--- src/rtl/calc_sequencer.sv ---
// Calculator sequencer: edge-detects the advance/clear buttons, latches operands
// and opcode, and runs a start/done handshake with a timeout to the operation unit.
module calc_sequencer #(
    parameter int DATA_W  = 8,
    parameter int RES_W   = 10,
    parameter int TIMEOUT = 255,
    parameter int NUM_OPS = 5
) (
    input  logic              clk,
    input  logic              reset,
    input  logic              btnr,
    input  logic              btnl,
    input  logic [DATA_W-1:0] sw,
    input  logic              op_done,
    input  logic [RES_W-1:0]  op_result,
    input  logic              op_err,
    output logic [DATA_W-1:0] num1,
    output logic [DATA_W-1:0] num2,
    output logic [2:0]        opcode,
    output logic              op_start,
    output logic [RES_W-1:0]  ans,
    output logic [2:0]        state,
    output logic              err
);

    localparam int CNT_W = (TIMEOUT < 2) ? 1 : $clog2(TIMEOUT + 1);
    localparam logic [CNT_W-1:0] TIMEOUT_C = CNT_W'(TIMEOUT);
    localparam logic [3:0]       NUM_OPS_C = 4'(NUM_OPS);

    typedef enum logic [2:0] {
        ST_WAIT        = 3'd0,
        ST_LOAD_FIRST  = 3'd1,
        ST_LOAD_SECOND = 3'd2,
        ST_OP_SELECT   = 3'd3,
        ST_BUSY        = 3'd4,
        ST_SHOW        = 3'd5,
        ST_ERROR       = 3'd6
    } state_t;

    state_t            r_state;
    state_t            w_next;
    logic              r_btnr_q;
    logic              r_btnl_q;
    logic [CNT_W-1:0]  r_cnt;
    logic [DATA_W-1:0] r_num1;
    logic [DATA_W-1:0] r_num2;
    logic [2:0]        r_opcode;
    logic [RES_W-1:0]  r_ans;
    logic              r_op_start;
    logic              r_err;

    logic w_r_edge;
    logic w_l_edge;
    logic w_op_legal;
    logic w_load1;
    logic w_load2;
    logic w_load_op;
    logic w_take_ans;
    logic w_enter_busy;

    assign w_r_edge   = btnr & ~r_btnr_q;
    assign w_l_edge   = btnl & ~r_btnl_q;
    assign w_op_legal = ({1'b0, sw[2:0]} < NUM_OPS_C);

    // Next-state and register-load decode; clear (l_edge) overrides everything.
    always_comb begin
        w_next       = r_state;
        w_load1      = 1'b0;
        w_load2      = 1'b0;
        w_load_op    = 1'b0;
        w_take_ans   = 1'b0;
        w_enter_busy = 1'b0;
        if (w_l_edge) begin
            w_next = ST_WAIT;
        end else begin
            case (r_state)
                ST_WAIT: begin
                    if (w_r_edge) begin
                        w_next = ST_LOAD_FIRST;
                    end else begin
                        w_next = ST_WAIT;
                    end
                end
                ST_LOAD_FIRST: begin
                    if (w_r_edge) begin
                        w_load1 = 1'b1;
                        w_next  = ST_LOAD_SECOND;
                    end else begin
                        w_next = ST_LOAD_FIRST;
                    end
                end
                ST_LOAD_SECOND: begin
                    if (w_r_edge) begin
                        w_load2 = 1'b1;
                        w_next  = ST_OP_SELECT;
                    end else begin
                        w_next = ST_LOAD_SECOND;
                    end
                end
                ST_OP_SELECT: begin
                    if (w_r_edge) begin
                        w_load_op = 1'b1;
                        if (w_op_legal) begin
                            w_enter_busy = 1'b1;
                            w_next       = ST_BUSY;
                        end else begin
                            w_next = ST_ERROR;
                        end
                    end else begin
                        w_next = ST_OP_SELECT;
                    end
                end
                ST_BUSY: begin
                    // A completion in the same cycle as the timeout still counts.
                    if (op_done) begin
                        if (op_err) begin
                            w_next = ST_ERROR;
                        end else begin
                            w_take_ans = 1'b1;
                            w_next     = ST_SHOW;
                        end
                    end else if (r_cnt == TIMEOUT_C) begin
                        w_next = ST_ERROR;
                    end else begin
                        w_next = ST_BUSY;
                    end
                end
                ST_SHOW: begin
                    if (w_r_edge) begin
                        w_next = ST_OP_SELECT;
                    end else begin
                        w_next = ST_SHOW;
                    end
                end
                ST_ERROR: begin
                    if (w_r_edge) begin
                        w_next = ST_WAIT;
                    end else begin
                        w_next = ST_ERROR;
                    end
                end
                default: begin
                    w_next = ST_WAIT;
                end
            endcase
        end
    end

    // State, button history and watchdog counter.
    always_ff @(posedge clk) begin
        if (reset) begin
            r_state  <= ST_WAIT;
            r_btnr_q <= 1'b1;
            r_btnl_q <= 1'b1;
            r_cnt    <= '0;
        end else begin
            r_state  <= w_next;
            r_btnr_q <= btnr;
            r_btnl_q <= btnl;
            if (w_enter_busy) begin
                r_cnt <= '0;
            end else if (r_state == ST_BUSY) begin
                r_cnt <= r_cnt + {{(CNT_W-1){1'b0}}, 1'b1};
            end else begin
                r_cnt <= r_cnt;
            end
        end
    end

    // Latched operands, opcode, result and the registered handshake/status outputs.
    always_ff @(posedge clk) begin
        if (reset) begin
            r_num1     <= '0;
            r_num2     <= '0;
            r_opcode   <= 3'd0;
            r_ans      <= '0;
            r_op_start <= 1'b0;
            r_err      <= 1'b0;
        end else begin
            if (w_load1) begin
                r_num1 <= sw;
            end
            if (w_load2) begin
                r_num2 <= sw;
            end
            if (w_load_op) begin
                r_opcode <= sw[2:0];
            end
            if (w_take_ans) begin
                r_ans <= op_result;
            end
            r_op_start <= w_enter_busy;
            r_err      <= (w_next == ST_ERROR);
        end
    end

    assign num1     = r_num1;
    assign num2     = r_num2;
    assign opcode   = r_opcode;
    assign ans      = r_ans;
    assign op_start = r_op_start;
    assign err      = r_err;
    assign state    = r_state;

endmodule

--- config.mk ---
export PLATFORM = sky130hd
export DESIGN_NAME = calc_sequencer
export DESIGN_NICKNAME = d
export VERILOG_FILES = /design/src/rtl/calc_sequencer.sv
export SDC_FILE = /design/constraint.sdc
export NUM_CORES = 1
export LEC_CHECK = 0
export ABC_AREA = 0
export BUFFER_PORTS_ARGS = -buffer_cell sky130_fd_sc_hd__clkbuf_2
export CAP_MARGIN = 5
export CORE_MARGIN = 2
export CORE_UTILIZATION = 49
export CTS_CLUSTER_DIAMETER = 80
export CTS_CLUSTER_SIZE = 14
export DETAILED_ROUTE_END_ITERATION = 16
export GPL_TIMING_DRIVEN = 0
export PLACE_DENSITY_LB_ADDON = 0.05
export SLEW_MARGIN = 15
export SYNTH_ARGS = -nofsm -noshare
export SYNTH_HDL_FRONTEND = slang
export SYNTH_SLANG_ARGS = --single-unit
--- constraint.sdc ---
create_clock -name clk -period 1.9 [get_ports clk]
set_input_delay 0.57 -clock clk [delete_from_list [all_inputs] [get_ports clk]]
set_output_delay 0.57 -clock clk [all_outputs]
set_load 0.01 [all_outputs]
After elaboration in Yosys (flattened, before gate mapping)
Index checks and enable logic that the tools add are counted.
{"block": "word_totals", "regBits": 44, "inputBits": 24, "out_inout_bits": 34}
{"block": "classes", "addsub": 1, "order_cmp": 1, "eq_ne": 8, "mux": 27, "bitwise": 4, "reduce_logical": 2}
{"op": "$pmux 3 s7", "n": 1}
{"op": "$mux 1", "n": 17}
{"op": "$mux 3", "n": 5}
{"op": "$eq 3x3->1 const B", "n": 4}
{"op": "$add 8x1->8 const B", "n": 1}
{"op": "$eq 8x8->1 const B", "n": 1}
{"op": "$mux 2", "n": 4}
{"op": "$eq 3x2->1 const B", "n": 2}
{"op": "$eq 3x1->1 const B", "n": 1}
{"op": "$logic_not 3->1", "n": 1}
{"op": "$lt 3x3->1 const B", "n": 1}
{"op": "$and 1x1->1", "n": 2}
{"op": "$not 1->1", "n": 2}
{"op": "$reduce_or 2->1", "n": 1}

Depth between registers and ports, before layout
Gate-level depths: netlist of the first run.
{"block": "depth", "ltp_word": 6, "ltp_mapped": 6}

Least setup slack after synthesis of the first run
No wires, ideal clock.
{"block": "synth_path", "kind": "input -> register", "startpoint": "input port btnr", "endpoint": "register r_cnt[0]", "arrival_time_ns": 1.481, "slack_ns": 0.294, "stages": 4, "n_path_buf": 0, "path_cell_list": "nor3b_1 > nand3_2 > o21bai_2 > nor2_1"}
{"block": "synth_via", "elab_chain_cells": 5}
{"element": "start, declared", "line": "11", "text": "input logic btnr,"}
{"element": "$and 1x1->1", "line": "61", "text": "assign w_r_edge = btnr & ~r_btnr_q;"}
{"element": "$mux 1", "line": "101", "text": "if (w_r_edge) begin"}
{"element": "$mux 1", "line": "76", "text": "case (r_state)"}
{"element": "$mux 1", "line": "73", "text": "if (w_l_edge) begin"}
{"element": "$reduce_or 2->1 (no line)"}
{"element": "end signal, assigned", "line": "163", "text": "r_cnt <= r_cnt + {{(CNT_W-1){1'b0}}, 1'b1};"}
{"element": "end signal, assigned", "line": "165", "text": "r_cnt <= r_cnt;"}
{"element": "end, declared", "line": "44", "text": "logic [CNT_W-1:0] r_cnt;"}
Every way passes these cells.
A chain may end at the register's enable or synchronous reset.

Worst setup path after layout of the first run
{"block": "layout_path", "startpoint": "register r_state[2] (netlist: state[2])", "endpoint": "register r_ans[3] (netlist: ans[3])"}
{"block": "layout_via", "elab_chain_cells": 3}
{"element": "start, declared", "line": "40", "text": "state_t r_state;"}
{"element": "start signal, assigned", "line": "157", "text": "r_state <= w_next;"}
{"element": "$eq 3x3->1", "line": "76"}
{"element": "$mux 1", "line": "76"}
{"element": "$mux 1", "line": "73"}
{"element": "end signal, assigned", "line": "190", "text": "r_ans <= op_result;"}
{"element": "end, declared", "line": "48", "text": "logic [RES_W-1:0] r_ans;"}
Every way passes these cells.

==> results_dict.tcl, run 1 <==
set metrics [dict create \
    outcome "finished clean" \
    netlist_top_cells_area "dfxtp_1, mux2i_1, nor2_1" \
    stdcell_count 289 \
    io_pins 58 \
    via_per_inst 5.04 \
    syn-cell-area_sq_mm 0.00177 \
    worstHoldPathType "input pin to flop" \
    switching_share_pct 22.9 \
    dieWidth_um 64.1 \
    cp-end-kind "flop" \
    htree_levels 2 \
    dp.cells 282 \
    fillCellCount 322 \
    nets 268 \
    grt_max_degree 14 \
    critPathKind "flop to flop" \
    areaGrowthSynthToFinish_pct 22.2 \
    synth_warnings 0 \
    clock-sinks 44 \
    fp.dieArea_sq_mm 0.00411 \
    ctsRootBufferMaster "clkbuf_4" \
    track_usage_pct 19.3 \
    clkTransAtPathRegs_ns 0.11 \
    leakage_uw 0.00113 \
    routed_wl_um 3530 \
    cts_buffers 5 \
    fin_crit_sh_pct 88.6 \
    clk_path_buf_depth 2 \
    fmax_mhz 594 \
    grt_antenna_before_repair 0 \
    mostFrequentLayoutCells "clkbuf_2, dfxtp_1, nor2_1, mux2i_1, nand2_1" \
    cap_violations 0 \
    antenna_cells 0 \
    start_util_pct 51.8 \
    drtAntennaViolNets 0 \
    required_ns 2.13 \
    yosys_register_bits 44 \
    num_rows 21 \
    report.final.slew_viol_count 0 \
    num_vias 1457 \
    sequentialPowerShare_pct 65.2 \
    synth_cell_type_count 34 \
    setup.worst_path.start_class "flop" \
    ctsHoldBuffers 0 \
    drc_errors 0 \
    p_clk_share_pct 29.0 \
    setup_viol_count_final 0 \
    crit_fanout 10 \
    power_uw 1430 \
    overflow 0 \
    switchingPower_uw 326 \
    drt_iter0_markers 90 \
    p_per_area_mw_per_mm2 659 \
    regToRegSetupSlack_ns 0.22 \
    synthCells 180 \
    place_congestion 0.844 \
    grt_pass1_wl_um 6190 \
    syn_avg_cell_area_sq_um 9.84 \
    multiInputGateArea_sq_um 845 \
    grt_pass1_vias 1415 \
    io_buffers 56 \
    clock-skew-final_ns 0.0118 \
    rsz0062_at_grt "false" \
    intPower_uw 1100 \
    final_core_util_pct 63.3 \
    slew_headroom_pct 69.2 \
    syn_nets 205 \
    post-dp-hpwl_um 2680 \
    drtPass1Iterations 4 \
    final_common_cell "clkbuf_2" \
    hold_violations 0 \
    seq_area_frac_synth_pct 49.8 \
    arrival_ns 1.91 \
    clkLatencyLatePin_ns 0.34 \
    vdd_drop_max_v 0.000497 \
    worst_pin_slew_ns 0.462 \
    regArea_sq_um 881 \
    pwr-share-comb_pct 5.9 \
    wire_per_inst_um 12.2 \
    core_region_area_sq_mm 0.00342 \
    layout_min_cycle_time_ns 1.68 \
    yosysTopAreaCellShare_pct 49.8 \
    yosys.area.top_type "dfxtp_1" \
    cts_tree "done" \
    dieHeight_um 64.1 \
    drive_above_1_share_pct 30.9 \
]
## power by group through the flow
stage          Combinational [uW]  Sequential, uW  Clock, uW
2_1_floorplan                41.8             951          0
3_3_place_gp                 81.2             950          0
3_5_place_dp                 83.9             950          0
4_1_cts                      84.2             930        435
5_1_grt                      94.0             931        477
6_report                     83.5             930        413
## metal layers
metal,GRT usage [%],wire length [um],share of wire (%),vias up
li1,-,-,-,736
met1,21.9,1560,44,678
met2,34.0,1730,49,39
met3,6.51,202,5.7,4
met4,6.38,45,1.3,0
met5,0,0,0,-
## worst max-delay path: stages, from the launching register on
cell	delay (ns)
dfxtp_1	0.50
nor3b_2	0.45
nand3_1	0.13
buf_2	0.24
mux2i_1	0.20
nor2_1	0.05
## kinds of logic after synthesis
family,Yosys count,synth area share (%)
xor gates and xnor gates,8,3.96
and+or+nand+nor,72,19.9
DFF,44,49.8
adders and majority gates,1,0.707
muxes,30,17.0
buffers and inverters,10,2.83
AOI/OAI and AO/OA,15,5.94
## cell usage after synthesis
cell and number:
a211oi_1 1, a21boi_1 1, a21o_1 1, a21oi_1 3, a22oi_1 1, a311oi_1 1
a32o_1 1, and2_1 1, and3_1 1, buf_2 4, buf_6 1, clkbuf_1 5
dfxtp_1 44, ha_1 1, mux2i_1 30, nand2_1 7, nand2b_1 2, nand3_1 2
nand3_2 1, nand4_1 3, nand4b_1 3, nor2_1 39, nor2b_1 4, nor3_1 4
nor3b_1 1, nor3b_2 1, o21a_1 1, o21ai_0 3, o21bai_1 1, o21bai_2 1
or2_2 2, or3b_4 1, xnor2_1 4, xor2_1 4
## path summary, 6_finish.rpt
check,startpoint,end,cells after the start
max reg2reg,state[2],ans[3],5
max,state[2],ans[3],5
min reg2reg,r_cnt[1],r_cnt[1],2
min,btnr,r_btnr_q,2
## layout make-up
type,instances,area share [%]
repair buffers,56,13.0
multi-input cells,126,39.0
clock inverters,2,0.578
clock buffers,5,1.74
flip-flops and latches,44,40.7
plain buffers,10,2.31
well taps,46,2.66
## state kept, by name, indices dropped and copies added, names as in the netlist
| signal | flops |
|---|---|
| ans | 10 |
| num1 | 8 |
| num2 | 8 |
| r_cnt | 8 |
| opcode | 3 |
| state | 3 |
| err | 1 |
| op_start | 1 |
| r_btnl_q | 1 |
| r_btnr_q | 1 |
## metrics by stage
step / hold slack, ns / cell area [sq um] / setup WS, ns / TNS [ns]
final: 0.435 / 2160 / 0.217 / 0
after global routing: 0.425 / 2160 / 0.0356 / 0
after CTS: 0.415 / 2160 / 0.115 / 0
after detailed placement: 0.470 / 2110 / -0.129 / -0.800
after global placement: 0.465 / 2110 / -0.0409 / -0.297
after floorplan: 0.454 / 1770 / 0.294 / 0
## what timing repair did
item	in CTS	in global routing
gates resized for setup	0	1
hold endpoints to repair	0	0
buffers inserted	0	0
endpoints found under the setup margin	0	8
Power figures use the tool's default switching activity.
==> run 2: changes to the inputs <==
PLACE_DENSITY = 0.78   (was default)
PLACE_DENSITY_LB_ADDON = default   (was 0.05)
==> run 2 against run 1 <==
Compared with the run above: via count decreased by 0.89%; die area unchanged; non-clock buffer count unchanged; count of clock-buffer cells in the layout unchanged; largest power group unchanged; worst hold slack got worse by 0.025 ns; global-route usage increased by 0.50 points; highest routed layer unchanged; clock power increased by 44%; sequential cell count unchanged; routed wire length increased by 2.4%; sequential share of layout area decreased by 0.65 points.
==> results_dict.tcl, run 2 (synthesis gave the netlist of run 1 again) <==
set metrics [dict create \
    outcome "finished clean" \
    fillCellCount 305 \
    p_per_area_mw_per_mm2 732 \
    fp.dieArea_sq_mm 0.00411 \
    grt_antenna_before_repair 0 \
    htree_levels 2 \
    p_clk_share_pct 37.0 \
    core_region_area_sq_mm 0.00342 \
    drtAntennaViolNets 0 \
    intPower_uw 1250 \
    dp.cells 282 \
    num_vias 1444 \
    grt_use_met1_pct 25.5 \
    track_usage_pct 19.8 \
    mostFrequentLayoutCells "clkbuf_2, dfxtp_1, nor2_1, mux2i_1, nand2_1" \
    path_cells "nor3b_2, nand3_1, buf_2, mux2i_1, nor2_1" \
    start_util_pct 51.8 \
    cp-end-kind "flop" \
    ctsRootBufferMaster "clkbuf_4" \
    arrival_ns 1.93 \
    clock-sinks 44 \
    dieWidth_um 64.1 \
    finalSetupTns_ns 0 \
    clock-skew-final_ns 0.0103 \
    place_congestion 0.811 \
    grt_util_met2_pct 30.2 \
    antenna_cells 0 \
    crit_fanout 10 \
    routed_wl_um 3620 \
    clkLatencyLatePin_ns 0.36 \
    worst_pin_slew_ns 0.441 \
    cts_tree "done" \
    fin_crit_sh_pct 89.0 \
    pwr-share-comb_pct 5.2 \
    wire_per_inst_um 12.5 \
    layout_min_cycle_time_ns 1.69 \
    critPathKind "flop to flop" \
    stdcell_count 290 \
    rsz0062_at_grt "false" \
    via_per_inst 4.98 \
    cap_violations 0 \
    grt_pass1_vias 1402 \
    num_rows 21 \
    io_buffers 56 \
    slowest_stage "dfxtp_1" \
    vdd_drop_max_v 0.000475 \
    grt_pass1_wl_um 6290 \
    switching_share_pct 22.6 \
    hold_violations 0 \
    clk_path_buf_depth 2 \
    ctsHoldBuffers 0 \
    required_ns 2.14 \
    busiest_layer "met2" \
    grt_max_degree 16 \
    setup_viol_count_final 0 \
    post_cts_buffers 0 \
    use_met3_pct 7.22 \
    final_common_cell "clkbuf_2" \
    slowest_delay_ns 0.51 \
    clkTransAtPathRegs_ns 0.13 \
    setup.worst_path.start_class "flop" \
    largest_reg_flops 10 \
    io_pins 58 \
    drtPass1Iterations 4 \
    worstHoldPathType "input pin to flop" \
    dieHeight_um 64.1 \
    drive_above_1_share_pct 31.1 \
    nets 268 \
    report.final.slew_viol_count 0 \
    fmax_mhz 591 \
    leakage_uw 0.00115 \
    post-dp-hpwl_um 2670 \
    switchingPower_uw 363 \
    sequentialPowerShare_pct 57.8 \
    overflow 0 \
    drc_errors 0 \
    slew_headroom_pct 70.6 \
    drt_iter0_markers 60 \
    cts_buffers 5 \
    areaGrowthSynthToFinish_pct 24.2 \
]
==> run 2: cell types whose count changed in the layout (fill, tap and decap cells not counted), sizes merged <==
cell and delta:
clkinvlp -1, clkinv +1, bufinv +1
==> run 2: cell type report <==
cell class	instances	area [sq um]	share of cell area, %
clock buffers	5	37.5	1.71
plain buffers	10	50.0	2.28
well taps	46	57.6	2.62
repair buffers	56	280	12.7
flip-flops and latches	44	881	40.1
multi-input cells	126	845	38.4
clock inverters	3	47.5	2.16
==> run 2: critical path, delay by kind of cell (launching register included) <==
kind | cells | cell delay, ns
buffers and inverters | 1 | 0.25
AND/OR/NAND/NOR | 3 | 0.63
flip-flops | 1 | 0.51
multiplexers | 1 | 0.17
==> run 2: metal layers <==
metal	vias to the layer above	wire, um
li1	738	-
met1	656	1680
met2	44	1630
met3	6	235
met4	0	73
met5	-	0
==> run 2: path summary, 6_finish.rpt <==
check / start / to / slack (ns) / cells past startpoint
worst min register to register: r_cnt[1] / r_cnt[1] / 0.51 / 2
worst max-delay path: state[2] / ans[3] / 0.21 / 5
worst min-delay path: btnr / r_btnr_q / 0.41 / 2
worst max register to register: state[2] / ans[3] / 0.21 / 5
==> run 2: metrics by stage <==
| step | total power, uW | setup slack [ns] | hold slack (ns) | util (%) | instance area (sq um) |
|---|---|---|---|---|---|
| 2_1_floorplan | 993 | 0.294 | 0.454 | - | 1770 |
| 3_3_place_gp | 1030 | -0.127 | 0.463 | 61.7 | 2110 |
| 3_5_place_dp | 1030 | -0.129 | 0.487 | 61.7 | 2110 |
| 4_1_cts | 1630 | 0.125 | 0.396 | 64.2 | 2190 |
| 5_1_grt | 1680 | 0.0546 | 0.420 | 64.4 | 2200 |
| 6_report | 1610 | 0.209 | 0.410 | 64.4 | 2200 |
==> run 2: power by group through the flow <==
| stage | Combinational [uW] | Clock [uW] | Sequential [uW] |
|---|---|---|---|
| global route | 94.1 | 654 | 932 |
| CTS | 83.6 | 615 | 930 |
| finish | 83.8 | 595 | 930 |
| floorplan | 41.8 | 0 | 951 |
| detailed placement | 83.5 | 0 | 950 |
| global placement | 83.0 | 0 | 950 |
==> run 2: what timing repair did <==
action	4_1_cts	5_1_grt
hold endpoints to repair	0	0
setup endpoints to repair	0	5
resized for setup	0	1
